==> src/rtl/shift_reg_univ_pkg.sv <==
// Shared definitions for the universal shift register: operating mode encodings.
package shift_reg_univ_pkg;

  typedef enum logic [1:0] {
    MODE_HOLD = 2'b00,
    MODE_SHL  = 2'b01,
    MODE_SHR  = 2'b10,
    MODE_LOAD = 2'b11
  } mode_e;

endpackage : shift_reg_univ_pkg

==> src/rtl/shift_frame_cnt.sv <==
// Bit counter that frames SHLEN-bit words: counts enabled shifts, wraps at
// SHLEN-1 and flags the wrapping shift so the parent can latch a finished word.
module shift_frame_cnt #(
  parameter int SHLEN = 8,
  parameter int CNTW  = $clog2(SHLEN)
) (
  input  logic            clk,
  input  logic            rst_n,
  input  logic            clr,
  input  logic            en,
  output logic [CNTW-1:0] cnt,
  output logic            wrap
);

  localparam logic [CNTW-1:0] LAST = CNTW'(SHLEN - 1);

  // The wrapping shift is the one that takes the count from SHLEN-1 back to 0.
  assign wrap = en && !clr && (cnt == LAST);

  // Count enabled shifts; clear has priority and discards any partial word.
  // NOTE: state registers use non-blocking assignments so every flop samples
  // pre-edge values, regardless of the order of statements or blocks.
  always_ff @(posedge clk or negedge rst_n) begin
    if (!rst_n) begin
      cnt <= '0;
    end else if (clr) begin
      cnt <= '0;
    end else if (en) begin
      cnt <= (cnt == LAST) ? '0 : cnt + CNTW'(1);
    end
  end

endmodule : shift_frame_cnt

==> src/rtl/shift_reg_univ.sv <==
// Universal shift register: left/right serial shift, parallel load, serial
// output, word framing into a holding register with valid/ready and overflow.
module shift_reg_univ
  import shift_reg_univ_pkg::*;
#(
  parameter int SHLEN = 8,
  parameter int CNTW  = $clog2(SHLEN)
) (
  input  logic             CLK,
  input  logic             RST_N,
  input  logic             CLR,
  input  logic [1:0]       MODE,
  input  logic             SIN,
  input  logic [SHLEN-1:0] PIN,
  output logic             SOUT,
  output logic [SHLEN-1:0] SHREG,
  output logic [CNTW-1:0]  BITCNT,
  output logic [SHLEN-1:0] DOUT,
  output logic             DOUT_VLD,
  input  logic             DOUT_RDY,
  output logic             OVF
);

  mode_e            mode;
  logic             shift_en;
  logic             cnt_clr;
  logic             word_done;
  logic [SHLEN-1:0] shreg_nxt;

  assign mode     = mode_e'(MODE);
  assign shift_en = (mode == MODE_SHL) || (mode == MODE_SHR);
  // A parallel load restarts word framing from the loaded contents.
  assign cnt_clr  = CLR || (mode == MODE_LOAD);

  shift_frame_cnt #(
    .SHLEN (SHLEN),
    .CNTW  (CNTW)
  ) u_cnt (
    .clk   (CLK),
    .rst_n (RST_N),
    .clr   (cnt_clr),
    .en    (shift_en),
    .cnt   (BITCNT),
    .wrap  (word_done)
  );

  // Next shift register value for the selected mode.
  // NOTE: give every always_comb output a default first so no path leaves it
  // unassigned, which would otherwise infer a latch.
  always_comb begin
    shreg_nxt = SHREG;
    unique case (mode)
      MODE_SHL:  shreg_nxt = {SHREG[SHLEN-2:0], SIN};
      MODE_SHR:  shreg_nxt = {SIN, SHREG[SHLEN-1:1]};
      MODE_LOAD: shreg_nxt = PIN;
      default:   shreg_nxt = SHREG;
    endcase
  end

  // The bit leaving the register on the next shift: LSB when shifting right.
  assign SOUT = (mode == MODE_SHR) ? SHREG[0] : SHREG[SHLEN-1];

  // Shift register, holding register, handshake and sticky overflow.
  always_ff @(posedge CLK or negedge RST_N) begin
    if (!RST_N) begin
      SHREG    <= '0;
      DOUT     <= '0;
      DOUT_VLD <= 1'b0;
      OVF      <= 1'b0;
    end else if (CLR) begin
      SHREG    <= '0;
      DOUT     <= '0;
      DOUT_VLD <= 1'b0;
      OVF      <= 1'b0;
    end else begin
      SHREG <= shreg_nxt;
      if (word_done) begin
        // A finished word always replaces DOUT; losing an unaccepted one is flagged.
        DOUT     <= shreg_nxt;
        DOUT_VLD <= 1'b1;
        if (DOUT_VLD && !DOUT_RDY) begin
          OVF <= 1'b1;
        end
      end else if (DOUT_VLD && DOUT_RDY) begin
        DOUT_VLD <= 1'b0;
      end
    end
  end

endmodule : shift_reg_univ

==> config.mk <==
export PLATFORM = sky130hd
export DESIGN_NAME = shift_reg_univ
export DESIGN_NICKNAME = d
export VERILOG_FILES = /design/src/rtl/shift_reg_univ_pkg.sv /design/src/rtl/shift_frame_cnt.sv /design/src/rtl/shift_reg_univ.sv
export SDC_FILE = /design/constraint.sdc
export NUM_CORES = 1
export LEC_CHECK = 0
export BUFFER_PORTS_ARGS = -buffer_cell sky130_fd_sc_hd__buf_2
export CORE_ASPECT_RATIO = 1.25
export CORE_MARGIN = 2
export CORE_UTILIZATION = 43
export DETAILED_ROUTE_END_ITERATION = 12
export PLACE_DENSITY = 0.71
export REMOVE_ABC_BUFFERS = 1
export SLEW_MARGIN = 20
export SYNTH_ARGS = -nofsm -noshare
export SYNTH_HDL_FRONTEND = slang
export SYNTH_SLANG_ARGS = --single-unit
==> constraint.sdc <==
create_clock -name CLK -period 1.7 [get_ports CLK]
set_input_delay 0.255 -clock CLK [delete_from_list [all_inputs] [get_ports CLK]]
set_output_delay 0.255 -clock CLK [all_outputs]
set_load 0.01 [all_outputs]
* Word-level counts from Yosys, hierarchy flattened *
Index checks and enable logic that the tools add are counted.

word-level totals
  flip-flop bits (word level) = 21
  latch bits = 0
  memory bits (writable) = 0
  memory bits (read-only) = 0
  output and inout port bits = 22
  logic and storage cells = 37
  memories = 0

operators by class
  $add $sub $neg = 1
  multipliers = 0
  divide/modulo/power cells = 0
  $lt $le $gt $ge = 0
  equality and inequality tests = 4
  shift-type cells = 0
  multiplexer cells = 14
  bitwise gates (word level) = 0
  reductions and logical operators = 13

operators by type and width
  kind                                                  count
  two-way mux 8 bit                                     3
  case mux 8 bit (3 select lines)                       1
  two-way mux 3 bit                                     3
  two-way mux 1 bit                                     7
  nonzero test 2 bit                                    3
  equality test 2 bit (second input constant)           2
  logical AND 1 bit                                     4
  adder 3 x 1 -> 3 bit (second input constant)          1
  equality test 3 bit (second input constant)           1
  nonzero test 3 bit                                    1
  equality test 2 x 1 -> 1 bit (second input constant)  1
  zero test 1 bit                                       2
  logical OR 1 bit                                      2
  AND reduction 2 bit                                   1

* Longest topological paths before layout *
  word-level depth = 7
  mapped depth = 7
  mapped depth without buffers = 5

* Modules after synthesis *
Synthesis repeated with hierarchy kept, for this count alone.

unflattened totals
  cell total of the unflattened synthesis = 103
  area, all modules = 1,107.3 µm²

by module, submodules not included
  module           times used  cells each  area each (µm²)  seq. area each (µm²)
  shift_reg_univ   1           89          948.4            450.4
  shift_frame_cnt  1           14          158.9            75.1

* Least setup slack after synthesis *
No wires, ideal clock.

  path kind = register to register
  start point = register u_cnt.cnt[0]
  end point = register DOUT[1]
  setup time = 92 ps
  data arrival time = 1,303 ps
  required time = 1,608 ps
  setup slack = 306 ps
  stages on the path, launching flop included = 8
  buffers on the path = 2
  clock period less this slack = 1,394 ps
  cell sequence = dfrtp_1 ha_1 ha_1 nand4bb_1 buf_6 buf_8 nand3b_1 o31ai_2

on the way
  word-level cells in the longest chain between the ends = 3

ends and longest elaborated chain
  what                                 RTL line               source
  start, declared                      shift_frame_cnt.sv:11  output logic [CNTW-1:0] cnt,
  start signal, assigned               shift_frame_cnt.sv:29  cnt <= (cnt == LAST) ? '0 : cnt + CNTW'(1);
  equality test 3 bit                  shift_frame_cnt.sv:18  assign wrap = en && !clr && (cnt == LAST);
  logical AND 1 bit                    shift_frame_cnt.sv:18
  nonzero test 2 bit (no source line)  n/a
  end signal, assigned                 shift_reg_univ.sv:79   DOUT <= shreg_nxt;
  end, declared                        shift_reg_univ.sv:18   output logic [SHLEN-1:0] DOUT,

No other way between the ends.
A chain may end at the register's enable or synchronous reset.

* Worst setup path after layout *
  start point = input MODE[0]
  end point = output SOUT

on the way
  word-level cells in the longest chain between the ends = 2

ends and longest elaborated chain
  what                 RTL line              source
  start, declared      shift_reg_univ.sv:12  input logic [1:0] MODE,
  equality test 2 bit  shift_reg_univ.sv:61  assign SOUT = (mode == MODE_SHR) ? SHREG[0] : SHREG[SHLEN-1];
  two-way mux 1 bit    shift_reg_univ.sv:61
  end, declared        shift_reg_univ.sv:15  output logic SOUT,

No other way between the ends.

==> impl_metrics.env <==
export IMPL_clk_pin_slew_ns=0.11
export IMPL_gp_congestion=0.777
export IMPL_seq_area_frac_synth=0.464
export IMPL_drv_cap=0
export IMPL_ant_nets=0
export IMPL_synthTopCellsByArea="dfrtp_1 46%, ha_1 6.6%, a22o_1 6.2%"
export IMPL_synthesis_area_mm2=0.00113
export IMPL_die_w_um=49.9
export IMPL_maxSlewHeadroom=0.632
export IMPL_crit_path_frequent_cell="buf_2"
export IMPL_path_cells="buf_2 -> inv_1 -> ha_1 -> mux2_2 -> buf_2"
export IMPL_diodes=0
export IMPL_clk_latency_ns=0.29
export IMPL_grt_total_usage=0.172
export IMPL_numCtsBuffers=3
export IMPL_status="complete, no violations"
export IMPL_syn_avg_cell_area_um2=11.6
export IMPL_vdd_drop_max_uv=334
export IMPL_drt_first_iter_violations=12
export IMPL_path_max_fanout=6
export IMPL_cts_tree="done"
export IMPL_grt_ovfl_total=0
export IMPL_crit_slowest_cell="mux2_2"
export IMPL_setup_violations=0
export IMPL_p_per_area_mw_per_mm2=685
export IMPL_totalWireLength_mm=2.28
export IMPL_fin_skew_ns=0.00536
export IMPL_cts_sinks=21
export IMPL_cts_buffer_depth=2
export IMPL_synth_cell_types=23
export IMPL_path_class="input pin to output pin"
export IMPL_dieArea_mm2=0.00306
export IMPL_post_route_period_util=0.881
export IMPL_route_detailed_drc=0
export IMPL_slowest_delay_ns=0.36
export IMPL_grt_setup_unrepaired="false"
export IMPL_grt_pass1_vias=894
export IMPL_grt_antenna_before_repair=0
export IMPL_grt_max_degree=22
export IMPL_maxSlewViolCount=0
export IMPL_yosysTopAreaCellShare=0.464
export IMPL_start_util=0.457
export IMPL_path_delay_family="multiplexers"
export IMPL_drt_met1_wl_mm=1.05
export IMPL_die_y_um=61.4
export IMPL_highest_layer="met3"
export IMPL_worstSetupStartpointType="input pin"
export IMPL_dr_pass1_iters=4
export IMPL_clockRootBuffer="clkbuf_4"
export IMPL_grt_pass1_wl_mm=4.04
export IMPL_vias=883
export IMPL_wire_per_inst_um=13.6
export IMPL_core_mm2=0.00248
export IMPL_drive_gt1_frac=0.370
export IMPL_fin_nets=157
export IMPL_hp_class="input pin to register"
export IMPL_required_ns=1.44
export IMPL_cts_htree_levels=1
export IMPL_dr_wl_met2_mm=1.09
export IMPL_n_fill_cell=246
export IMPL_viasPerCell=5.26
export IMPL_hold_viol=0
export IMPL_placed_cell_area_mm2=0.00132
export IMPL_yosys_warnings=0
export IMPL_io_buffers=36
export IMPL_area_delta_synth_final_pct=19.9
export IMPL_critPathArrivalTime_ns=1.24
export IMPL_tns_ns=0
export IMPL_crit_path_end_kind="output pin"
export IMPL_worst_pin_slew_ns=0.552
export IMPL_syn_inst=98
export IMPL_ios=37
export IMPL_cp_num_buf_inv=3
export IMPL_cts_resized=0
export IMPL_hpwl_mm=1.69
export IMPL_p_leak_nw=0.693
export IMPL_period_minus_slack_ns=1.50
export IMPL_rows=20
export IMPL_max_freq_ghz=0.668
export IMPL_wl_met3_um=134
export IMPL_yosysTopAreaCell="dfrtp_1"
export IMPL_ys_ff_latch=21
export IMPL_fin_area_mm2=0.00136
## cells in the final DEF, fill, tap and decap left out
cell type / synthesis / layout
a211oi_1: 4 / 4
a211oi_2: 4 / 4
a22o_1: 8 / 8
buf_2: 2 / 36
buf_4: 1 / 4
clkbuf_1: 2 / 1
clkbuf_4: 0 / 3
dfrtp_1: 21 / 21
dlygate4sd3_1: 0 / 1
ha_1: 6 / 6
inv_1: 2 / 2
mux2_2: 1 / 1
mux2i_1: 3 / 3
nand2b_1: 1 / 1
nand3b_1: 8 / 8
nand4bb_1: 1 / 1
nor2_1: 2 / 2
nor2b_1: 8 / 8
nor3_1: 11 / 11
o21ai_0: 1 / 1
o21ba_2: 1 / 1
o31ai_1: 7 / 7
o31ai_2: 1 / 1
## sequential cells by signal, summed over array words and instances (netlist names)
signal     flops
DOUT           8
SHREG          8
u_cnt.cnt      3
DOUT_VLD       1
OVF            1
## cells in the mapped netlist, drive strengths merged
library cell,number
nor2b,8
clkbuf,2
mux2,1
mux2i,3
nor2,2
dfrtp,21
a211oi,8
o21ba,1
inv,2
a22o,8
nand2b,1
o31ai,8
nand3b,8
ha,6
buf,6
nor3,11
nand4bb,1
o21ai,1
## kinds of logic after synthesis
group                      share of synthesized area
muxes                                         0.0365
buffers and inverters                         0.0619
AOI/OAI and AO/OA                              0.203
and+or+nand+nor                                0.168
adders and majority gates                     0.0663
DFF                                            0.464
## per-stage QoR
step	utilization	power (W)	hold WS [ns]	worst slack, ns	std cells
after floorplan	-	0.000635	-0.0406	0.0653	90
after global routing	0.548	0.000996	0.261	0.125	168
after detailed placement	0.533	0.000709	0.235	0.121	163
after global placement	0.533	0.000705	0.228	0.150	163
final	0.548	0.000930	0.238	0.202	168
after CTS	0.548	0.000949	0.226	0.196	168
## final timing paths
check	start	to	slack, ns	cells past startpoint
max in group asynchronous	RST_N	u_cnt.cnt[2]	0.95	2
hold / removal	DOUT_RDY	DOUT_VLD	0.24	3
setup / recovery	MODE[0]	SOUT	0.20	5
setup reg to reg	u_cnt.cnt[0]	OVF	0.23	6
min in group asynchronous	RST_N	DOUT[2]	0.43	2
hold reg to reg	OVF	OVF	0.51	1
## worst reg2reg max path, stage by stage (launching register included)
cell       delay, ns
dfrtp_1         0.43
ha_1            0.21
ha_1            0.19
nand4bb_1       0.12
buf_4           0.18
nor2_1          0.06
o21ba_2         0.18
## per-layer routing
metal | up-vias | track usage
met1 | 414 | 0.221
met4 | 0 | 0.0476
met3 | 0 | 0.0316
met5 | - | 0
li1 | 441 | -
met2 | 28 | 0.301
## timing repair
item | in CTS | in global routing
setup buffers | 0 | 0
hold buffers | 1 | 0
endpoints found under the hold margin | 21 | 0
## report_power, final
part           total (W)  internal, W  switching (W)
Combinational   0.000164    0.0000756      0.0000885
Sequential      0.000535     0.000516      0.0000193
Clock           0.000231    0.0000911       0.000140
## cell type report
class	count	area (um^2)	area share
clock buffers	4	26.3	0.0194
inverters	2	7.51	0.00553
multi-input cells	67	537	0.395
flip-flops and latches	21	526	0.387
well taps	33	41.3	0.0304
repair buffers	41	220	0.162
Note: power is estimated with default switching activity, not from simulation.
